`config.mk`:
```
export PLATFORM = sky130hd
export DESIGN_NAME = axis_wr_data
export DESIGN_NICKNAME = d
export VERILOG_FILES = /design/src/rtl/axis_wr_data_pkg.sv /design/src/rtl/axis_wr_data_fifo.sv /design/src/rtl/axis_wr_data.sv
export SDC_FILE = /design/constraint.sdc
export NUM_CORES = 2
export LEC_CHECK = 0
export CAP_MARGIN = 20
export CORE_MARGIN = 4
export CORE_UTILIZATION = 62
export DETAILED_ROUTE_END_ITERATION = 16
export PLACE_DENSITY = 0.8
export SYNTH_ARGS = -nofsm -noshare
export SYNTH_HDL_FRONTEND = slang
export SYNTH_SLANG_ARGS = --single-unit
```
`constraint.sdc`:
```
create_clock -name clk -period 7 [get_ports clk]
set_clock_uncertainty 0.05 [all_clocks]
set_input_delay 2.1 -clock clk [delete_from_list [all_inputs] [get_ports clk]]
set_output_delay 2.1 -clock clk [all_outputs]
set_load 0.02 [all_outputs]
```
`src/rtl/axis_wr_data_pkg.sv`:
```
// Shared types and helper constants for the AXI-stream to AXI4 write-data engine.
package axis_wr_data_pkg;

    typedef enum logic [1:0] {
        IDLE   = 2'd0,
        ACTIVE = 2'd1,
        DRAIN  = 2'd2
    } state_t;

    localparam int DEF_CONVERT_SHIFT = 1;
    localparam int DEF_AXI_LEN_WIDTH = 4;
    localparam int DEF_MAX_BURST     = 1 << DEF_AXI_LEN_WIDTH;

    // Stream words packed into one AXI beat.
    function automatic int ratio(input int shift);
        return 1 << shift;
    endfunction

    function automatic int max_burst(input int len_width);
        return 1 << len_width;
    endfunction

endpackage

```
`src/rtl/axis_wr_data_fifo.sv`:
```
// Synchronous beat FIFO with registered storage, count, full and empty flags.
module axis_wr_data_fifo #(
    parameter int AWIDTH = 4,
    parameter int DWIDTH = 64
) (
    input  logic              clk,
    input  logic              rst,
    input  logic              push,
    input  logic [DWIDTH-1:0] din,
    input  logic              pop,
    output logic [DWIDTH-1:0] dout,
    output logic              full,
    output logic              empty,
    output logic [AWIDTH:0]   count
);
    localparam int DEPTH = 1 << AWIDTH;

    logic [DWIDTH-1:0] mem [DEPTH];
    logic [AWIDTH-1:0] wr_ptr, rd_ptr;
    logic [AWIDTH:0]   count_nxt;
    logic              do_push, do_pop;

    assign do_push = push && !full;
    assign do_pop  = pop && !empty;
    assign dout    = mem[rd_ptr];

    always_comb begin
        count_nxt = count;
        if (do_push && !do_pop)
            count_nxt = count + 1'b1;
        else if (do_pop && !do_push)
            count_nxt = count - 1'b1;
    end

    always_ff @(posedge clk) begin
        if (rst) begin
            wr_ptr <= '0;
            rd_ptr <= '0;
            count  <= '0;
            full   <= 1'b0;
            empty  <= 1'b1;
            for (int i = 0; i < DEPTH; i++)
                mem[i] <= '0;
        end else begin
            if (do_push) begin
                mem[wr_ptr] <= din;
                wr_ptr      <= wr_ptr + 1'b1;
            end
            if (do_pop)
                rd_ptr <= rd_ptr + 1'b1;
            count <= count_nxt;
            full  <= (count_nxt == (AWIDTH+1)'(DEPTH));
            empty <= (count_nxt == '0);
        end
    end

endmodule

```
`src/rtl/axis_wr_data.sv`:
```
// Packs stream words into AXI beats and drives the W channel with burst wlast.
// Define AXIS_WR_DATA_ASSERT_EN to compile in simulation-only protocol checks.
module axis_wr_data
    import axis_wr_data_pkg::*;
#(
    parameter int BUF_AWIDTH     = 4,
    parameter int CFG_DWIDTH     = 32,
    parameter int CONVERT_SHIFT  = DEF_CONVERT_SHIFT,
    parameter int AXI_LEN_WIDTH  = DEF_AXI_LEN_WIDTH,
    parameter int AXI_DATA_WIDTH = 64,
    parameter int DATA_WIDTH     = 32
) (
    input  logic                      clk,
    input  logic                      rst,
    input  logic [CFG_DWIDTH-1:0]     cfg_length,
    input  logic                      cfg_val,
    output logic                      cfg_rdy,
    output logic                      axi_wlast,
    output logic [AXI_DATA_WIDTH-1:0] axi_wdata,
    output logic                      axi_wvalid,
    input  logic                      axi_wready,
    input  logic [DATA_WIDTH-1:0]     data,
    input  logic                      valid,
    output logic                      ready
);
    localparam int RATIO = ratio(CONVERT_SHIFT);
    localparam int MAXB  = max_burst(AXI_LEN_WIDTH);

    state_t                    state;
    logic [CFG_DWIDTH-1:0]     words, beats, word_cnt, beat_cnt, lane;
    logic [AXI_LEN_WIDTH-1:0]  burst_cnt;
    logic [AXI_DATA_WIDTH-1:0] pack, pack_nxt;
    logic                      fifo_full, fifo_empty;
    logic [BUF_AWIDTH:0]       fifo_count;
    logic                      accept, push, pop, last_word, final_beat;

    assign lane       = word_cnt & CFG_DWIDTH'(RATIO - 1);
    assign pack_nxt   = pack | (AXI_DATA_WIDTH'(data) << (lane * DATA_WIDTH));
    assign ready      = (state == ACTIVE) && (word_cnt != words) && !fifo_full;
    assign accept     = valid && ready;
    assign last_word  = (word_cnt == words - 1'b1);
    assign push       = accept && ((lane == CFG_DWIDTH'(RATIO - 1)) || last_word);
    assign axi_wvalid = !fifo_empty;
    assign pop        = axi_wvalid && axi_wready;
    assign final_beat = (beat_cnt == beats - 1'b1);
    assign axi_wlast  = axi_wvalid &&
                        ((burst_cnt == AXI_LEN_WIDTH'(MAXB - 1)) || final_beat);

    axis_wr_data_fifo #(
        .AWIDTH (BUF_AWIDTH),
        .DWIDTH (AXI_DATA_WIDTH)
    ) u_fifo (
        .clk   (clk),
        .rst   (rst),
        .push  (push),
        .din   (pack_nxt),
        .pop   (pop),
        .dout  (axi_wdata),
        .full  (fifo_full),
        .empty (fifo_empty),
        .count (fifo_count)
    );

    always_ff @(posedge clk) begin
        if (rst) begin
            state     <= IDLE;
            cfg_rdy   <= 1'b1;
            words     <= '0;
            beats     <= '0;
            word_cnt  <= '0;
            beat_cnt  <= '0;
            burst_cnt <= '0;
            pack      <= '0;
        end else begin
            if (pop) begin
                beat_cnt  <= beat_cnt + 1'b1;
                burst_cnt <= axi_wlast ? '0 : burst_cnt + 1'b1;
            end
            case (state)
                IDLE: begin
                    if (cfg_val && cfg_rdy && cfg_length != '0) begin
                        words     <= cfg_length;
                        beats     <= (cfg_length + CFG_DWIDTH'(RATIO - 1)) >> CONVERT_SHIFT;
                        word_cnt  <= '0;
                        beat_cnt  <= '0;
                        burst_cnt <= '0;
                        pack      <= '0;
                        cfg_rdy   <= 1'b0;
                        state     <= ACTIVE;
                    end
                end
                ACTIVE: begin
                    if (accept) begin
                        word_cnt <= word_cnt + 1'b1;
                        pack     <= push ? '0 : pack_nxt;
                        if (last_word)
                            state <= DRAIN;
                    end
                end
                DRAIN: begin
                    // Everything is already in the FIFO, so the final beat is its last entry.
                    if (pop && fifo_count == (BUF_AWIDTH+1)'(1)) begin
                        cfg_rdy <= 1'b1;
                        state   <= IDLE;
                    end
                end
                default: begin
                    state   <= IDLE;
                    cfg_rdy <= 1'b1;
                end
            endcase
        end
    end

`ifdef AXIS_WR_DATA_ASSERT_EN
    logic prev_stall;
    always @(posedge clk) begin
        if (!rst) begin
            if (push && fifo_full)
                $error("axis_wr_data: FIFO overflow");
            if (pop && fifo_empty)
                $error("axis_wr_data: FIFO underflow");
            if (prev_stall && !axi_wvalid)
                $error("axis_wr_data: axi_wvalid dropped without handshake");
            if (cfg_val && cfg_rdy && state != IDLE)
                $error("axis_wr_data: cfg accepted while not idle");
        end
        prev_stall <= !rst && axi_wvalid && !axi_wready;
    end
`else
    // Checks compiled out; datapath and control are unchanged.
`endif

endmodule

```
==> out/results.ini <==
[run_status]
status = complete, no violations

[synth]
synthXorXnorAreaFrac_pct = 2.805
synth_edf_count = 1024
synthMuxAreaShare_pct = 13.15
synthesis.nets = 4252
async_flop_share_pct = 0
synthSimpleGateAreaFrac_pct = 12.79
netlist_area_um2 = 55270
synth_compound_gate_area_share_pct = 3.573
ys.flop_type = edfxtp_1
synthCells = 4168
ys_ff_latch = 1241
ys_seq_area_share_pct = 63.50
synth_top_family_by_area = multiplexers
synth.distinct_cells = 72
synthAdderAreaFrac_pct = 0.3396
avgSynthCellArea_um2 = 13.26
ys_warn_count = 0

[sta]
slew-limit-headroom_pct = 18.99
setup_viol = 0
worst_slack_ps = 418.3
finalHoldViolCount = 0
rsz0062_at_grt = no
drv_slew = 0
worst_pin_slew_ps = 1215
timing.fmax_ghz = 0.1519
finalSetupTns_ps = 0
fin_crit_sh_pct = 94.02
fin_crit_ps = 6582

[clocking]
clk_pin_slew_ps = 60
root_buffer = clkbuf_16
clock_latency_ps = 730
cts_tree = done
clockBufferDepth = 3
cts_max_level = 3
cts_setup_buffers = 0
cts_buffers = 119
clock_sinks = 1241

[critical_path]
max_stage_delay_ps = 610
r2r_cells = 13
r2r_slack_ps = 1290
crit_type = reg -> out
cp.arrival_ps = 4430
critical_path.slowest_cell = clkdlybuf4s50_1
critical_path_buf_inv_count = 1
cpLargestDelayFamily = simple AND/OR/NAND/NOR gates
path_max_fanout = 9
end_kind = output pin
reg2reg_from = words[1]
start_kind = flop
cp.required_ps = 4850
crit_chain = or4_1, or3_1, or4_1, a21oi_1, nand4_1, a2111oi_0, nand4_1, and2_1, nor2_1, clkdlybuf4s50_1
reg2reg_to = u_fifo.mem[8][16]

[place]
post-place-ws_ps = 934.6
finalWeightedCongestion = 0.9234
placement.io_buffers = 136
dp_hpwl_um = 88710

[routing]
wirelength_um = 161600
drc = 0
dr.first_iter.drc_count = 6219
drtAntennaViolNets = 0
first_pass_iters = 8
avgViaCountPerCell = 6.829
wl_per_cell_um = 29.31
vias = 37650

[power_and_ir_drop]
leakage_nw = 20.92
switching_share_pct = 25.41
p_per_area_nw_per_um2 = 284.9
switchingPower_w = 0.004495
comb_power_share_pct = 14.9
irDropWorstVdd_uv = 249.8
pwr-share-seq_pct = 48.0
p_int_w = 0.01320
power.clock.fraction_pct = 37.1

[global_route]
grt_pass1_wl_um = 239300
antenna_found_initial = 8
grt_overflow = 0
gr-usage-all-layers_pct = 34.34
grt_pass1_vias = 37870
grt_max_degree = 94

[die]
die_area_um2 = 93980
pin_count = 137
die-width_um = 306.6
die_h_um = 306.6
initial_core_util_pct = 62.54
core_area_um2 = 88370
rows = 109

[worst_hold_path]
worst_hold_path.endpoint = words[31]
hp-class = reg -> reg
min_path_cells = 2
worstHoldStart = words[31]

[job]
cap_viol_max_count = 0

[final_layout]
seq_area_um2 = 35110
multi_input_area_um2 = 18300
fillCellCount = 5535
syn_to_final_growth_pct = 12.36
drive_gt1_share_pct = 16.21
nets = 4323

sequential cells by signal, indices dropped and copies added (netlist names), named ones only:
| register | count |
|---|---|
| word_cnt | 32 |
| beat_cnt | 32 |
| u_fifo.full | 1 |
| words | 32 |
| u_fifo.mem | 1024 |
| u_fifo.count | 5 |
| u_fifo.wr_ptr | 4 |
| pack | 64 |
| state | 2 |
| burst_cnt | 4 |
| u_fifo.rd_ptr | 4 |
| u_fifo.empty | 1 |
| cfg_rdy | 1 |
| beats | 31 |
layer usage:
metal  GRT usage (%)  share of wire (%)
met3           9.394                 14
met4           16.10                5.1
met1           44.49                 33
met2           54.81                 48
met5               0              0.036
timing repair:
item | CTS | global route
setup endpoints to repair | 0 | 1
hold buffers | 0 | 0
gates resized for setup | 0 | 1
Yosys cell counts (all sizes together) (34+ instances only):
cell type  instances  area share, %
mux4             320             13
edfxtp          1024             56
inv               95           0.65
clkbuf           192            1.3
xnor2             66            1.0
nand2            157            1.1
nor4              34           0.38
nor2            1230            8.4
xor2             111            1.8
buf              148            1.9
nand3             56           0.60
a22oi             64           0.87
nand4             35           0.40
dfxtp            217            7.9
a21oi            125            1.1
layout by cell type, fill, tap and decap left out, drive strengths merged, types with 27 or more instances in the layout:
master            n
clkdlybuf4s50   135
nor2           1230
nand2           157
a211oi           30
nand3            56
dfxtp           217
nor3             31
clkinv           27
xor2            111
o21ai            27
a22oi            64
buf             155
inv             101
edfxtp         1024
clkbuf          177
nand4            35
mux4            320
a21oi           125
xnor2            66
nor4             34
metrics by stage:
step / hold WS [ps] / util (%) / instance area (um^2) / total power (W) / instances
floorplan: 397.8 / - / 55270 / 0.01029 / 4168
global placement: 409.2 / 65.48 / 57870 / 0.01115 / 5263
detailed placement: 409.7 / 65.59 / 57960 / 0.01121 / 5276
CTS: 417.9 / 70.09 / 61950 / 0.01768 / 5501
global route: 440.5 / 70.25 / 62080 / 0.01820 / 5508
finish: 417.1 / 70.27 / 62100 / 0.01769 / 5513
worst max-delay path by stage:
stage               startpoint                end  slack, ps  cells past startpoint
finish                beats[8]          axi_wlast        420                     10
global route          beats[8]          axi_wlast         80                     10
CTS                  beats[12]          axi_wlast        290                     10
detailed placement       valid  u_fifo.mem[8][13]        930                     10
global placement         valid  u_fifo.mem[8][14]        970                     10
floorplan                valid  u_fifo.mem[12][0]       1410                     11
final cells by class:
cell class | instances | share of cell area (%)
clock inverter | 48 | 0.9047
tap | 1165 | 2.347
clock buffer | 177 | 5.507
inverter | 95 | 0.5742
antenna | 5 | 0.02015
timing repair buffer | 290 | 4.642
multi-input combinational | 2492 | 29.46
sequential | 1241 | 56.54
worst register-to-register path: stages (launching register included):
cell and delay, ps:
dfxtp_1 410, inv_1 120, ha_1 220, nor3b_2 440, nand4_1 460, or4_1 630, a211oi_1 370, and4bb_1 260
nand4b_1 150, o21a_1 410, nor2_8 490, nand3_4 370, nand2_4 650, buf_4 370
power groups by stage:
stage / clock, W / combinational [W] / sequential, W
floorplan: 0 / 0.00177 / 0.00852
global placement: 0 / 0.00254 / 0.00861
detailed placement: 0 / 0.00257 / 0.00863
CTS: 0.00659 / 0.00261 / 0.00849
global route: 0.00691 / 0.00277 / 0.00851
finish: 0.00657 / 0.00263 / 0.00849
kinds of logic (layout without fill, tap and decap cells):
logic type | Yosys count | in the layout
AO/OA/AOI/OAI | 307 | 307
XOR/XNOR | 177 | 177
adder cells (fa/ha/maj) | 15 | 15
buffers and inverters | 435 | 610
flip-flops | 1241 | 1241
multiplexers | 326 | 326
other | 0 | 5
AND/OR/NAND/NOR | 1667 | 1667
Note: power is estimated with default switching activity, not from simulation.
